`config.mk`:
```
export PLATFORM = sky130hd
export DESIGN_NAME = cell_segmenter
export DESIGN_NICKNAME = d
export VERILOG_FILES = /design/src/rtl/cell_segmenter.sv
export SDC_FILE = /design/constraint.sdc
export NUM_CORES = 1
export LEC_CHECK = 0
export ABC_AREA = 1
export CAP_MARGIN = 40
export CORE_UTILIZATION = 48
export DETAILED_ROUTE_END_ITERATION = 8
export PLACE_DENSITY = 0.86
export SLEW_MARGIN = 10
export SYNTH_ARGS = -nofsm -noshare
export SYNTH_HDL_FRONTEND = slang
export SYNTH_SLANG_ARGS = --single-unit
export TNS_END_PERCENT = 30
```
`constraint.sdc`:
```
create_clock -name clk -period 3.65 [get_ports clk]
set_input_delay 0.73 -clock clk [delete_from_list [all_inputs] [get_ports clk]]
set_output_delay 0.73 -clock clk [all_outputs]
set_load 0.02 [all_outputs]
```
`src/rtl/cell_segmenter.sv`:
```
// Splits ingress frames into 64-byte cells (four 128-bit words), zero-pads the last cell
// and emits one descriptor per frame carrying the destination portmap and cell count.
module cell_segmenter (
    input  logic         clk,
    input  logic         rstn,
    input  logic [127:0] s_data,
    input  logic         s_valid,
    input  logic         s_sof,
    input  logic         s_eof,
    input  logic [3:0]   s_portmap,
    output logic         s_ready,
    output logic [127:0] cell_data_fifo_din,
    output logic         cell_data_fifo_wr,
    output logic [15:0]  cell_ptr_fifo_din,
    output logic         cell_ptr_fifo_wr,
    input  logic         cell_bp,
    output logic         err_pulse,
    output logic [15:0]  drop_cnt
);

    localparam int unsigned DATA_W    = 128;
    localparam int unsigned PORT_W    = 4;
    localparam int unsigned IDX_W     = 2;
    localparam int unsigned CNT_W     = 6;
    localparam int unsigned DROP_W    = 16;
    localparam int unsigned MAX_CELLS = 63;

    typedef enum logic [2:0] {
        ST_IDLE,
        ST_DATA,
        ST_PAD,
        ST_PTR,
        ST_DISCARD
    } state_t;

    state_t              state;
    logic [PORT_W-1:0]   portmap;
    logic [IDX_W-1:0]    idx;      // index the next written word will occupy within its cell
    logic [CNT_W-1:0]    cnt;      // cell number of the most recently written word
    logic                trunc;
    logic                accept;

    assign accept = s_valid & s_ready;

    always_ff @(posedge clk or negedge rstn) begin
        if (!rstn) begin
            state              <= ST_IDLE;
            portmap            <= '0;
            idx                <= '0;
            cnt                <= '0;
            trunc              <= 1'b0;
            s_ready            <= 1'b0;
            cell_data_fifo_din <= '0;
            cell_data_fifo_wr  <= 1'b0;
            cell_ptr_fifo_din  <= '0;
            cell_ptr_fifo_wr   <= 1'b0;
            err_pulse          <= 1'b0;
            drop_cnt           <= '0;
        end else begin
            cell_data_fifo_wr <= 1'b0;
            cell_ptr_fifo_wr  <= 1'b0;
            err_pulse         <= 1'b0;

            case (state)
                ST_IDLE: begin
                    s_ready <= !cell_bp;
                    if (accept) begin
                        if (!s_sof) begin
                            err_pulse <= 1'b1;
                        end else if (s_portmap == '0) begin
                            // Frame with no destination is counted and swallowed
                            if (drop_cnt != {DROP_W{1'b1}})
                                drop_cnt <= drop_cnt + DROP_W'(1);
                            if (!s_eof) begin
                                state   <= ST_DISCARD;
                                s_ready <= 1'b1;
                            end
                        end else begin
                            portmap            <= s_portmap;
                            cnt                <= CNT_W'(1);
                            idx                <= IDX_W'(1);
                            trunc              <= 1'b0;
                            cell_data_fifo_din <= s_data;
                            cell_data_fifo_wr  <= 1'b1;
                            if (s_eof) begin
                                state   <= ST_PAD;
                                s_ready <= 1'b0;
                            end else begin
                                state   <= ST_DATA;
                                s_ready <= 1'b1;
                            end
                        end
                    end
                end

                ST_DATA: begin
                    if (accept) begin
                        cell_data_fifo_din <= s_data;
                        cell_data_fifo_wr  <= 1'b1;
                        idx                <= idx + IDX_W'(1);
                        if (idx == '0)
                            cnt <= cnt + CNT_W'(1);
                        if (s_eof) begin
                            s_ready <= 1'b0;
                            state   <= (idx == IDX_W'(3)) ? ST_PTR : ST_PAD;
                        end else if (idx == IDX_W'(3) && cnt == CNT_W'(MAX_CELLS)) begin
                            // Descriptor field is full: close the frame here, drop the rest
                            err_pulse <= 1'b1;
                            trunc     <= 1'b1;
                            s_ready   <= 1'b0;
                            state     <= ST_PTR;
                        end
                    end
                end

                ST_PAD: begin
                    cell_data_fifo_din <= '0;
                    cell_data_fifo_wr  <= 1'b1;
                    idx                <= idx + IDX_W'(1);
                    if (idx == IDX_W'(3))
                        state <= ST_PTR;
                end

                ST_PTR: begin
                    cell_ptr_fifo_din <= {4'b0000, portmap, 2'b00, cnt};
                    cell_ptr_fifo_wr  <= 1'b1;
                    trunc             <= 1'b0;
                    idx               <= '0;
                    if (trunc) begin
                        state   <= ST_DISCARD;
                        s_ready <= 1'b1;
                    end else begin
                        state   <= ST_IDLE;
                        s_ready <= !cell_bp;
                    end
                end

                ST_DISCARD: begin
                    s_ready <= 1'b1;
                    if (accept && s_eof) begin
                        state   <= ST_IDLE;
                        s_ready <= !cell_bp;
                    end
                end

                default: begin
                    state   <= ST_IDLE;
                    s_ready <= 1'b0;
                end
            endcase
        end
    end

endmodule

```
==> metrics.txt <==
# TYPE chip_impl_metric gauge
chip_impl_info{name="slowest_stage_cell_crit_path",value="buf_4"} 1
chip_impl_metric{name="top_level_ports",unit=""} 302
chip_impl_metric{name="synthDominantCellAreaShare",unit="%"} 55.21
chip_impl_metric{name="max_slew_margin",unit="%"} 49.88
chip_impl_info{name="cts_tree",value="yes"} 1
chip_impl_metric{name="cts.clk_slew.worst_paths",unit="ps"} 80
chip_impl_metric{name="edff_count_synth",unit=""} 0
chip_impl_metric{name="synth.ff_latch_count",unit=""} 174
chip_impl_metric{name="fin_total_pwr",unit="uW"} 10140
chip_impl_info{name="cp_cell_sequence",value="clkdlybuf4s50_1 > nor2_1 > nand3_1 > nand3_4 > buf_4 > buf_4 > nand3_1 > nand2_1"} 1
chip_impl_metric{name="initial_core_util",unit="%"} 49.47
chip_impl_metric{name="layout.nets",unit=""} 1342
chip_impl_metric{name="synth-seq-area-share",unit="%"} 55.21
chip_impl_metric{name="routed_wirelength",unit="um"} 25260
chip_impl_metric{name="skew",unit="ps"} 10.37
chip_impl_metric{name="filler_cell_count",unit=""} 1146
chip_impl_metric{name="post-cts-setup-buffers",unit=""} 0
chip_impl_metric{name="post-route-min-period",unit="ps"} 2948
chip_impl_metric{name="ys_warn_count",unit=""} 0
chip_impl_metric{name="share_of_the_clock_period_used_by_the_worst_path",unit="%"} 80.76
chip_impl_metric{name="fp.dieArea",unit="um2"} 16950
chip_impl_metric{name="fmax",unit="GHz"} 0.3392
chip_impl_info{name="r2r_endpoint",value="cell_data_fifo_din[60]$_DFFE_PN0P_"} 1
chip_impl_metric{name="globalRouteMet1Util",unit="%"} 36.57
chip_impl_metric{name="grt_max_degree",unit=""} 108
chip_impl_metric{name="count_of_max_cap_constraint_violations",unit=""} 0
chip_impl_metric{name="finalCoreUtilization",unit="%"} 72.31
chip_impl_metric{name="timing.final.hold_violations",unit=""} 0
chip_impl_metric{name="place.detailed.hpwl",unit="um"} 17520
chip_impl_metric{name="drtAntennaViolNets",unit=""} 0
chip_impl_metric{name="postCtsHoldBufs",unit=""} 0
chip_impl_metric{name="row_count",unit=""} 46
chip_impl_metric{name="met2_grt_util",unit="%"} 46.40
chip_impl_metric{name="clockBufferDepth",unit=""} 2
chip_impl_info{name="grt.busiest_layer",value="met2"} 1
chip_impl_metric{name="leak",unit="uW"} 0.005489
chip_impl_info{name="rsz0062_at_grt",value="false"} 1
chip_impl_metric{name="met3_usage",unit="%"} 8.610
chip_impl_info{name="critPathCaptureType",value="flip-flop"} 1
chip_impl_info{name="synth.largest_area_cell",value="dfrtp_1"} 1
chip_impl_metric{name="crit_fanout",unit=""} 74
chip_impl_metric{name="overflow",unit=""} 0
chip_impl_metric{name="fin_tns_setup",unit="ps"} 0
chip_impl_info{name="cts_root_buffer",value="clkbuf_16"} 1
chip_impl_metric{name="num_vias",unit=""} 7887
chip_impl_metric{name="worst_skew_pair_latency",unit="ps"} 430
chip_impl_metric{name="finalSetupViolations",unit=""} 0
chip_impl_metric{name="firstDrtPassIters",unit=""} 7
chip_impl_metric{name="routed_wire_length_per_instance",unit="um"} 17.67
chip_impl_metric{name="report.final.slew_viol_count",unit=""} 0
chip_impl_metric{name="timing.critical_path.arrival",unit="ps"} 3320
chip_impl_metric{name="post_route_cells_drive_above_1_share",unit="%"} 4.538
chip_impl_metric{name="worst_r2r_path_depth",unit=""} 8
chip_impl_metric{name="gpl.final_weighted_congestion",unit=""} 0.8622
chip_impl_metric{name="place.port_buffers",unit=""} 295
chip_impl_metric{name="first_global_vias",unit=""} 7257
chip_impl_metric{name="viasPerCell",unit=""} 5.519
chip_impl_metric{name="asyncSetResetFlopFracSynth",unit="%"} 100.0
chip_impl_metric{name="core-area",unit="um2"} 15940
chip_impl_metric{name="powerDensity",unit="nW/um2"} 880.0
chip_impl_metric{name="floorplan.die.height",unit="um"} 130.2
chip_impl_metric{name="cpPeakStageDelay",unit="ps"} 730
chip_impl_metric{name="initialDrtViolationCount",unit=""} 764
chip_impl_metric{name="required_time_of_the_critical_path",unit="ps"} 4020
chip_impl_metric{name="synth.distinct_cells",unit=""} 30
chip_impl_metric{name="synth_area",unit="um2"} 7886
chip_impl_metric{name="cts-htree-levels",unit=""} 4
chip_impl_metric{name="die_width",unit="um"} 130.2
chip_impl_metric{name="rrSetupSlack",unit="ps"} 1050
chip_impl_info{name="hold_path_class",value="input port to asynchronous set/reset pin"} 1
chip_impl_metric{name="groute.usage.overall",unit="%"} 29.63
chip_impl_metric{name="cts.repair.resized",unit=""} 0
chip_impl_info{name="run_status",value="completed"} 1
chip_impl_info{name="synth_ff_type",value="dfrtp_1"} 1
chip_impl_metric{name="grt_pass1_wl",unit="um"} 38270
chip_impl_info{name="worst_r2r_startpoint",value="state[0]$_DFFE_PN0P_"} 1
chip_impl_info{name="crit_type",value="input port to flip-flop"} 1
chip_impl_metric{name="clock_net_sink_count",unit=""} 174
chip_impl_metric{name="placement.setup.worst_slack",unit="ps"} 325.9
chip_impl_metric{name="area.growth.synth_to_final",unit="%"} 46.18
chip_impl_info{name="critPathLaunchType",value="input port"} 1
chip_impl_metric{name="worst_slack",unit="ps"} 702.2
chip_impl_metric{name="syn-mean-instance-area",unit="um2"} 8.390
chip_impl_metric{name="cts_made_buffers",unit=""} 17
chip_impl_metric{name="remaining_drc_errors",unit=""} 0
chip_impl_metric{name="peakVddDrop",unit="V"} 0.0005427
chip_impl_info{name="synth.top_cells.by_area",value="dfrtp_1, nand3_1, nand2_1"} 1
chip_impl_metric{name="postSynthCellCount",unit=""} 940
chip_impl_metric{name="worst-slew-pin-transition",unit="ps"} 751.8
chip_impl_metric{name="antenna_found_initial",unit=""} 0
-- power breakdown --
| part | leakage [uW] | internal (uW) | total (uW) | switching [uW] |
|---|---|---|---|---|
| sequential | 0.00223 | 2700 | 3180 | 472 |
| clock | 0.000288 | 1020 | 1840 | 816 |
| combinational | 0.00297 | 2060 | 5130 | 3070 |
-- cell usage after synthesis, drive strengths merged, types with 2 or more instances --
cell type and instances:
nand3 294, nand2 262, dfrtp 174, buf 56
nor2 41, inv 34, o21ai 23, clkbuf 15
a21oi 9, nand4 7, xor2 5, ha 4
nor3 4, xnor2 4, clkinv 2
-- routing by layer --
metal | share of wire (%) | up-vias | wire length, um
met4 | 4.7 | 0 | 1185
met2 | 48 | 394 | 12230
met5 | 0 | - | 0
met3 | 8.8 | 82 | 2232
met1 | 38 | 3788 | 9609
li1 | - | 3623 | -
-- cells by family (layout without fill, tap and decap cells) --
group | after synthesis | count (layout) | share of synthesized area (%)
XOR/XNOR | 9 | 9 | 0.9995
flip-flops | 174 | 174 | 55.21
buffers and inverters | 107 | 374 | 6.283
adder cells (fa/ha/maj) | 4 | 4 | 0.6346
other | 1 | 7 | 0.04755
AND/OR/NAND/NOR | 611 | 611 | 34.48
AO/OA/AOI/OAI | 34 | 34 | 2.348
-- worst max-delay path by stage --
stage | startpoint | endpoint | slack [ps] | cells past startpoint
after detailed placement | s_portmap[1] | cell_data_fifo_din[60]$_DFFE_PN0P_ | 330 | 8
after CTS | s_portmap[1] | cell_data_fifo_din[60]$_DFFE_PN0P_ | 770 | 8
after global routing | s_portmap[1] | cell_data_fifo_din[60]$_DFFE_PN0P_ | 500 | 8
after floorplan | s_valid | cell_data_fifo_din[121]$_DFFE_PN0P_ | 1790 | 8
after global placement | s_portmap[1] | cell_data_fifo_din[88]$_DFFE_PN0P_ | 380 | 8
final | s_portmap[1] | cell_data_fifo_din[60]$_DFFE_PN0P_ | 700 | 8
-- state kept, by name (all words and copies together), names as in the netlist --
name and count:
err_pulse 1, cell_ptr_fifo_wr 1, s_ready 1, state 3, cnt 6, cell_data_fifo_din 128
drop_cnt 16, idx 2, portmap 4, cell_ptr_fifo_din 10, cell_data_fifo_wr 1, trunc 1
-- cell type report --
cell class	count	area, um2	area share, %
tap	216	270.3	2.344
multi-input combinational	664	3075	26.68
sequential	174	4354	37.77
inverter	36	136.4	1.183
timing repair buffer	307	3107	26.95
clock inverter	14	157.7	1.367
clock buffer	17	425.4	3.690
antenna	1	2.502	0.02171
-- critical path: cells and delay by family --
family / cells / cell delay [ps]
buf+inv: 3 / 1700
simple gates: 5 / 840
-- per-stage QoR --
stage	hold WS, ps	instance area (um2)	instances
finish	229.3	11530	1429
global route	271.2	11530	1428
CTS	241.3	11530	1428
detailed placement	467.5	10940	1397
global placement	464.4	10940	1397
floorplan	434.4	7905	945
-- layout by cell type (no fill, tap or decap), types with 5 or more instances in the layout --
cell type / netlist / final
clkdlybuf4s50_1: 0 / 294
nand3_1: 293 / 292
nand2_1: 262 / 261
dfrtp_1: 174 / 174
nor2_1: 40 / 40
inv_1: 31 / 31
o21ai_0: 18 / 18
clkbuf_16: 0 / 17
a21oi_1: 8 / 8
nand4_1: 7 / 7
buf_4: 9 / 7
conb_1: 1 / 6
xor2_1: 5 / 5
o21ai_1: 5 / 5
buf_12: 0 / 5
Power figures use the tool's default switching activity.
